--- src/rtl/echo_delay_scheduler.sv ---
// Echo delay-line scheduler: per codec sample it reads the delayed sample, mixes an attenuated copy in, writes the mix back.
// Latency 4 cycles from new_sample_ready to sample_valid; pulses arriving while busy are dropped and flagged on overrun.
module echo_delay_scheduler #(
  parameter int ADDR_W      = 12,
  parameter int DATA_W      = 16,
  parameter int ATTEN_SHIFT = 1
) (
  input  logic              clk,
  input  logic              reset,
  input  logic              new_sample_ready,
  input  logic [DATA_W-1:0] sample_in,
  input  logic              echo_enable,
  input  logic [ADDR_W-1:0] delay_len,
  output logic [ADDR_W-1:0] ram_addr,
  output logic              ram_we,
  output logic [DATA_W-1:0] ram_wdata,
  input  logic [DATA_W-1:0] ram_rdata,
  output logic [DATA_W-1:0] sample_to_codec,
  output logic              sample_valid,
  output logic              busy,
  output logic              overrun
);

  typedef enum logic [1:0] {
    S_IDLE  = 2'd0,
    S_READ  = 2'd1,
    S_WAIT  = 2'd2,
    S_WRITE = 2'd3
  } state_t;

  localparam logic [DATA_W-1:0] SAT_MAX = {1'b0, {(DATA_W-1){1'b1}}};
  localparam logic [DATA_W-1:0] SAT_MIN = {1'b1, {(DATA_W-1){1'b0}}};

  state_t              r_state;
  logic [ADDR_W-1:0]   r_wr_ptr;
  logic [ADDR_W-1:0]   r_delay_q;
  logic [ADDR_W:0]     r_fill_cnt;
  logic [DATA_W-1:0]   r_s;
  logic [DATA_W-1:0]   r_mix;
  logic [ADDR_W-1:0]   r_ram_addr;
  logic                r_ram_we;
  logic [DATA_W-1:0]   r_out;
  logic                r_valid;
  logic                r_overrun;

  logic [ADDR_W-1:0]        w_rd_ptr;
  logic [ADDR_W:0]          w_delay_ext;
  logic                     w_fill_ok;
  logic [ADDR_W:0]          w_fill_inc;
  logic [ADDR_W:0]          w_fill_next;
  logic [DATA_W-1:0]        w_echo;
  logic signed [DATA_W-1:0] w_echo_sh;
  logic [DATA_W:0]          w_sum;
  logic [DATA_W-1:0]        w_mix_sat;
  logic [DATA_W-1:0]        w_out_sel;

  assign w_rd_ptr    = r_wr_ptr - r_delay_q;
  assign w_delay_ext = {1'b0, r_delay_q};

  // A location only counts as echo once it has been written under the current delay.
  assign w_fill_ok   = (r_fill_cnt >= w_delay_ext) && (r_delay_q != '0);
  assign w_fill_inc  = r_fill_cnt + {{ADDR_W{1'b0}}, 1'b1};
  assign w_fill_next = (w_fill_inc > w_delay_ext) ? w_delay_ext : w_fill_inc;

  assign w_echo    = w_fill_ok ? ram_rdata : '0;
  assign w_echo_sh = $signed(w_echo) >>> ATTEN_SHIFT;
  assign w_sum     = {w_echo_sh[DATA_W-1], w_echo_sh} + {r_s[DATA_W-1], r_s};

  // Overflow shows as disagreement between the two top bits of the widened sum.
  always_comb begin
    w_mix_sat = w_sum[DATA_W-1:0];
    if (w_sum[DATA_W] != w_sum[DATA_W-1]) begin
      w_mix_sat = w_sum[DATA_W] ? SAT_MIN : SAT_MAX;
    end
  end

  // echo_enable is looked at only while writing, so it may change freely mid-sample.
  assign w_out_sel = echo_enable ? r_mix : r_s;

  always_ff @(posedge clk) begin
    if (reset) begin
      r_state    <= S_IDLE;
      r_wr_ptr   <= '0;
      r_delay_q  <= delay_len;
      r_fill_cnt <= '0;
      r_s        <= '0;
      r_mix      <= '0;
      r_ram_addr <= '0;
      r_ram_we   <= 1'b0;
      r_out      <= '0;
      r_valid    <= 1'b0;
      r_overrun  <= 1'b0;
    end else begin
      r_valid <= 1'b0;
      if (new_sample_ready && (r_state != S_IDLE)) begin
        r_overrun <= 1'b1;
      end
      case (r_state)
        S_IDLE: begin
          r_ram_addr <= '0;
          r_ram_we   <= 1'b0;
          if (new_sample_ready) begin
            r_s        <= sample_in;
            r_ram_addr <= w_rd_ptr;
            r_state    <= S_READ;
          end else if (delay_len != r_delay_q) begin
            r_delay_q  <= delay_len;
            r_fill_cnt <= '0;
          end
        end
        S_READ: begin
          r_state <= S_WAIT;
        end
        S_WAIT: begin
          r_mix      <= w_mix_sat;
          r_ram_addr <= r_wr_ptr;
          r_ram_we   <= 1'b1;
          r_state    <= S_WRITE;
        end
        S_WRITE: begin
          r_out      <= w_out_sel;
          r_valid    <= 1'b1;
          r_wr_ptr   <= r_wr_ptr + 1'b1;
          r_fill_cnt <= w_fill_next;
          r_ram_addr <= '0;
          r_ram_we   <= 1'b0;
          r_state    <= S_IDLE;
        end
        default: begin
          r_state <= S_IDLE;
        end
      endcase
    end
  end

  assign ram_addr        = r_ram_addr;
  assign ram_we          = r_ram_we;
  assign ram_wdata       = (r_state == S_WRITE) ? w_out_sel : '0;
  assign sample_to_codec = r_out;
  assign sample_valid    = r_valid;
  assign busy            = (r_state != S_IDLE);
  assign overrun         = r_overrun;

endmodule

--- config.mk ---
export PLATFORM = sky130hd
export DESIGN_NAME = echo_delay_scheduler
export DESIGN_NICKNAME = d
export VERILOG_FILES = /design/src/rtl/echo_delay_scheduler.sv
export SDC_FILE = /design/constraint.sdc
export NUM_CORES = 1
export LEC_CHECK = 0
export ABC_AREA = 1
export BUFFER_PORTS_ARGS = -buffer_cell sky130_fd_sc_hd__buf_2
export CORE_MARGIN = 2
export CORE_UTILIZATION = 58
export DETAILED_ROUTE_END_ITERATION = 10
export GPL_ROUTABILITY_DRIVEN = 0
export PLACE_DENSITY_LB_ADDON = 0.05
export SYNTH_ARGS = -nofsm -noshare
export SYNTH_HDL_FRONTEND = slang
export SYNTH_SLANG_ARGS = --single-unit
export TNS_END_PERCENT = 20
--- constraint.sdc ---
create_clock -name clk -period 3.9 [get_ports clk]
set_input_delay 0.78 -clock clk [delete_from_list [all_inputs] [get_ports clk]]
set_output_delay 0.78 -clock clk [all_outputs]
set_load 0.1 [all_outputs]
Word level (Yosys, flattened, before mapping)
Index checks and enable logic that the tools add are counted.
{ "op_classes": {"reduce_logical": 14, "add_sub_neg": 4, "n_lt_le_gt_ge": 2, "eq_ne": 9, "muxes": 19} }
{ "op_table": {"columns": ["op", "n"], "rows": [
  ["$mux W16", 5],
  ["$mux W12", 5],
  ["$mux W13", 3],
  ["$pmux W12 S3", 1],
  ["$pmux W13 S2", 1],
  ["$add A15 B16 Y17", 1],
  ["$add A13 B1 Y13 const B", 1],
  ["$ge A13 B12 Y1", 1],
  ["$gt A13 B12 Y1", 1],
  ["$add A12 B1 Y12 const B", 1],
  ["$ne A12 B12 Y1", 1],
  ["$reduce_bool A12 Y1", 1],
  ["$sub A12 B12 Y12", 1],
  ["$reduce_bool A2 Y1", 5],
  ["$ne A2 B2 Y1 const B", 4],
  ["$pmux W2 S4", 1],
  ["$reduce_and A3 Y1", 2],
  ["$eq A2 B2 Y1 const B", 2],
  ["$reduce_bool A3 Y1", 1],
  ["$eq A2 B1 Y1 const B", 1],
  ["$logic_and A1 B1 Y1", 2],
  ["$logic_not A2 Y1", 1],
  ["$mux W2", 1],
  ["$pmux W1 S2", 1],
  ["4 further kinds", 4]
]} }
{ "word_totals": {"out_inout_bits": 48, "wordCells": 59, "inputBits": 48, "reg_bits": 102} }

Logic depth before layout (Yosys ltp)
{ "logic_depth": {"word_depth": 6, "mapped_depth": 26, "mapped_depth_nobuf": 24} }

Least setup slack after synthesis
Ideal clock, no wire load.
{ "synth_path": {"path_type": "register to register", "startpoint": "reg r_delay_q[11]", "endpoint": "reg r_mix[14]", "required_time_ns": 3.834, "stages_incl_launch_ff": 24, "arrival_ns": 3.412, "path_slack_ns": 0.421, "setup_time_ns": 0.066, "path_buffers": 2, "path_cell_list": "edfxtp_1 inv_1 ha_1 nand4_1 or4_1 nand3_1 nand2_1 buf_2 nor2_1 ha_1 inv_1 fa_1 o21ai_2 nand2_2 nand2_2 nand2_2 nand2_2 nand2_2 nand2_2 nand2_2 nand2_4 inv_4 buf_8 a21oi_2"} }
{ "synth_between": {"elab_chain_len": 6} }
{ "synth_rtl": {"columns": ["item", "line_no", "rtl"], "rows": [
  ["from (decl)", "36", "logic [ADDR_W-1:0] r_delay_q;"],
  ["from (signal assigned)", "84", "r_delay_q <= delay_len;"],
  ["from (signal assigned)", "107", "r_delay_q <= delay_len;"],
  ["$ge A13 B12 Y1 / $reduce_bool A12 Y1 (equally long branches)", "61", "assign w_fill_ok = (r_fill_cnt >= w_delay_ext) && (r_delay_q != '0);"],
  ["$logic_and A1 B1 Y1 *", "61", null],
  ["$mux W16 *", "65", "assign w_echo = w_fill_ok ? ram_rdata : '0;"],
  ["$add A15 B16 Y17 *", "67", "assign w_sum = {w_echo_sh[DATA_W-1], w_echo_sh} + {r_s[DATA_W-1], r_s};"],
  ["$mux W16 / $ne A1 B1 Y1 (equally long branches)", "73, 72", null],
  ["$mux W16 *", "72", "if (w_sum[DATA_W] != w_sum[DATA_W-1]) begin"],
  ["to (signal assigned)", "115", "r_mix <= w_mix_sat;"],
  ["to (decl)", "39", "logic [DATA_W-1:0] r_mix;"]
]} }
Every way passes the cells marked *; elsewhere a longest branch is shown, timed or not.
A chain may end at the register's enable or synchronous reset.

Worst setup path in the final report
{ "layout_path": {"startpoint": "reg r_delay_q[8]", "endpoint": "reg r_mix[10]"} }
The elaborated chain is that of the path after synthesis.

==> metrics <==
number of buffers created by CTS 9; setup slack on the worst flop-to-flop path 220 ps; Peak Freq 272 MHz; final critical path time including I/O delays and setup 3680 ps; via density per instance 5.46; Die W 112 um; number of enable-type register cells in the synthesized netlist 12; critical path startpoint r_delay_q[8]$_DFFE_PP_; static power due to leakage 3.85 nW; post-synth design cell area 6710 um2; wire length reported by the detailed router 17000 um; total number of placement rows 39; number of distinct library cells after synthesis 47; wire length of the first global-routing pass 28500 um; post-CTS repair timing setup buffer count 0; total non-filler cell area in the finished layout 7760 um2; depth of the worst register-to-register path 17; DR pass1 iterations 5; Post-Syn Nets 1070; Total Power Consumption 4.45 mW; number of hold-slack violations in the final timing report 0; Util after Layout 68.2%; max-slew headroom at the worst pin 42.6%; CTS Hold Buffers Added 0; pin slew with the least headroom to its limit 860 ps; Worst EP required 4190 ps; max-capacitance violation count 0; total of cells resized after clock tree synthesis 0; antenna viol nets, final 0; Overflow after GRT 0; main area contributors after synthesis sky130_fd_sc_hd__dfxtp_1 27%, sky130_fd_sc_hd__ha_1 11%, sky130_fd_sc_hd__nand2_1 8.7%; total negative setup slack 0 ps; Core Region 11400 um2; placed cell area 7380 um2; largest fanout on the critical path 4; Slew Viols, Final 0; R2R Path End r_mix[10]$_SDFFE_PP0P_; synthesis-to-layout area growth 15.7%; proportion of layout cells with a drive suffix above 1 16.4%; leading cell types by count after synthesis 155 x sky130_fd_sc_hd__nand2_1, 145 x sky130_fd_sc_hd__nor2_1, 108 x sky130_fd_sc_hd__inv_1; gr usage total 27.9%; most frequent cell after synthesis sky130_fd_sc_hd__nand2_1; count of yosys warnings during synthesis 0; type of origin of the critical path flop; data arrival time of the critical path 3970 ps; n_diodes 0; initial antenna violation count 0; effective utilization at floorplan 59.0%; clock tree from TritonCTS yes; synthesized instance count 963; top-area cell type share of the netlist area 26.9%; Synth Area per Inst 6.96 um2; run status complete, no violations; setup slack of the critical path after layout 222 ps; clock input transition at the sequential cells of the worst setup and hold paths 70 ps; Die Height 112 um; termination of the worst setup path r_mix[10]$_SDFFE_PP0P_; FFs w/ async S/R, synth 0%; count of unresolved DRC violations after routing 0; pre-CTS setup slack 142 ps; post-detailed-placement half-perimeter wirelength 12500 um; Avg WL per Cell 14.1 um; Power per Cell Area 573 nW/um2; final critical-path share of the clock period 94.3%; register bit total from synthesis 102; setup violation total in the final timing report 0; DR vias 6583; peak ir drop on the vdd network 0.000648 V; Clock Latency Late Sink 360 ps; Clock Skews 9.57 ps; endpoint kind of the worst setup timing path flop; register area share after synthesis 32.2%; pin count of the biggest net entering global routing 56; Die Footprint 12400 um2; Layout Nets 1165; startpoint of the worst register-to-register path r_delay_q[8]$_DFFE_PP_; unrepaired setup endpoints after global routing no; cell accounting for the most synthesized area sky130_fd_sc_hd__dfxtp_1; count of buffers from port buffering 94; # H-tree levels 3; Post-synth top flop sky130_fd_sc_hd__dfxtp_1; buffer type at the clock tree root sky130_fd_sc_hd__clkbuf_16; category of the critical setup timing path flop to flop; number of global-route vias before repair 6114; Clock Path Buffers 2; number of sinks handled by clock tree synthesis 102; Iter 0 DRT Violations 427; HP Class flop to flop; I/O pin count 96
==> stage by stage <==
stage | hold WS [ps] | std cells
2_1_floorplan | 442 | 963
3_3_place_gp | 451 | 1189
3_5_place_dp | 458 | 1189
4_1_cts | 469 | 1205
5_1_grt | 506 | 1206
6_report | 469 | 1206
==> critical path, cell delays in order, from the launching register on <==
cell                       delay, ps
sky130_fd_sc_hd__edfxtp_1        400
sky130_fd_sc_hd__inv_1           140
sky130_fd_sc_hd__ha_1            350
sky130_fd_sc_hd__nand4_1          90
sky130_fd_sc_hd__or4_1           530
sky130_fd_sc_hd__nand3_2         130
sky130_fd_sc_hd__nand2_2         110
sky130_fd_sc_hd__nor2_1          130
sky130_fd_sc_hd__ha_1            190
sky130_fd_sc_hd__inv_1            60
sky130_fd_sc_hd__fa_1            410
sky130_fd_sc_hd__o21ai_2         190
sky130_fd_sc_hd__buf_4           140
sky130_fd_sc_hd__a21oi_1          90
sky130_fd_sc_hd__o21ai_0         310
sky130_fd_sc_hd__xor2_1          180
sky130_fd_sc_hd__nand2_1          60
sky130_fd_sc_hd__a21oi_1         120
==> power by group <==
| part | switching, mW | internal (mW) | leakage, nW |
|---|---|---|---|
| registers | 0.138 | 1.29 | 0.855 |
| logic | 1.52 | 0.487 | 2.82 |
| clock network | 0.416 | 0.598 | 0.170 |
| total | 2.07 | 2.37 | 3.85 |
==> logic make-up after synthesis <==
family | share of synthesized area (%)
flip-flops | 32.2
AO/OA/AOI/OAI | 17.0
buffers and inverters | 8.58
AND/OR/NAND/NOR | 26.7
XOR/XNOR | 4.18
adder cells (fa/ha/maj) | 11.2
==> cell type report <==
type,count,area [um2]
timing repair buffer,116,648
tap,143,179
fill,1054,3610
sequential,102,2160
multi-input combinational,717,4000
inverter,112,425
clock inverter,4,56.3
clock buffer,12,289
==> per-layer routing <==
metal  track usage (%)  vias up  wire, um  part of all wire (%)
li1                  -     3372         -                     -
met1              39.1     2973      8250                    49
met2              44.3      218      7290                    43
met3              4.90       20      1200                   7.1
met4              8.48        0       238                   1.4
met5                 0        -         0                     0
==> placed cells by master, fill, tap and decap left out, types with 3 or more instances in the layout <==
| master | Yosys | routed |
|---|---|---|
| sky130_fd_sc_hd__o21ai_0 | 78 | 78 |
| sky130_fd_sc_hd__a21boi_0 | 5 | 5 |
| sky130_fd_sc_hd__nand4_1 | 12 | 12 |
| sky130_fd_sc_hd__inv_1 | 108 | 108 |
| sky130_fd_sc_hd__a21o_1 | 4 | 4 |
| sky130_fd_sc_hd__nand2_2 | 12 | 13 |
| sky130_fd_sc_hd__xor2_1 | 15 | 15 |
| sky130_fd_sc_hd__a31oi_1 | 3 | 3 |
| sky130_fd_sc_hd__nand2_4 | 1 | 3 |
| sky130_fd_sc_hd__a21oi_1 | 95 | 95 |
| sky130_fd_sc_hd__o211ai_1 | 3 | 3 |
| sky130_fd_sc_hd__xnor2_1 | 17 | 17 |
| sky130_fd_sc_hd__nor2_1 | 145 | 145 |
| sky130_fd_sc_hd__nand3_1 | 68 | 67 |
| sky130_fd_sc_hd__a21oi_2 | 11 | 11 |
| sky130_fd_sc_hd__nand2_1 | 155 | 153 |
| sky130_fd_sc_hd__clkbuf_16 | 0 | 11 |
| sky130_fd_sc_hd__ha_1 | 57 | 56 |
| sky130_fd_sc_hd__or2_2 | 3 | 3 |
| sky130_fd_sc_hd__nor4_1 | 5 | 5 |
| sky130_fd_sc_hd__dfxtp_1 | 90 | 90 |
| sky130_fd_sc_hd__buf_2 | 5 | 94 |
| sky130_fd_sc_hd__edfxtp_1 | 12 | 12 |
| sky130_fd_sc_hd__nor3_1 | 5 | 5 |
| sky130_fd_sc_hd__nor3_2 | 3 | 3 |
| sky130_fd_sc_hd__buf_4 | 1 | 21 |
==> worst min path at each step <==
stage                                startpoint               endpoint  cells past startpoint
after floorplan           r_mix[1]$_SDFFE_PP0P_  r_mix[1]$_SDFFE_PP0P_                      2
after global placement    r_mix[1]$_SDFFE_PP0P_  r_mix[1]$_SDFFE_PP0P_                      2
after detailed placement  r_mix[1]$_SDFFE_PP0P_  r_mix[1]$_SDFFE_PP0P_                      2
after CTS                 r_mix[1]$_SDFFE_PP0P_  r_mix[1]$_SDFFE_PP0P_                      2
after global routing      r_mix[1]$_SDFFE_PP0P_  r_mix[1]$_SDFFE_PP0P_                      2
final                     r_mix[1]$_SDFFE_PP0P_  r_mix[1]$_SDFFE_PP0P_                      2
==> flip-flops by register name, indices dropped and copies added (netlist names) <==
name / cells
r_state: 2
r_wr_ptr: 12
r_s: 16
r_delay_q: 12
ram_we: 1
sample_valid: 1
r_mix: 16
overrun: 1
r_fill_cnt: 13
sample_to_codec: 16
ram_addr: 12
Power figures use the tool's default switching activity.
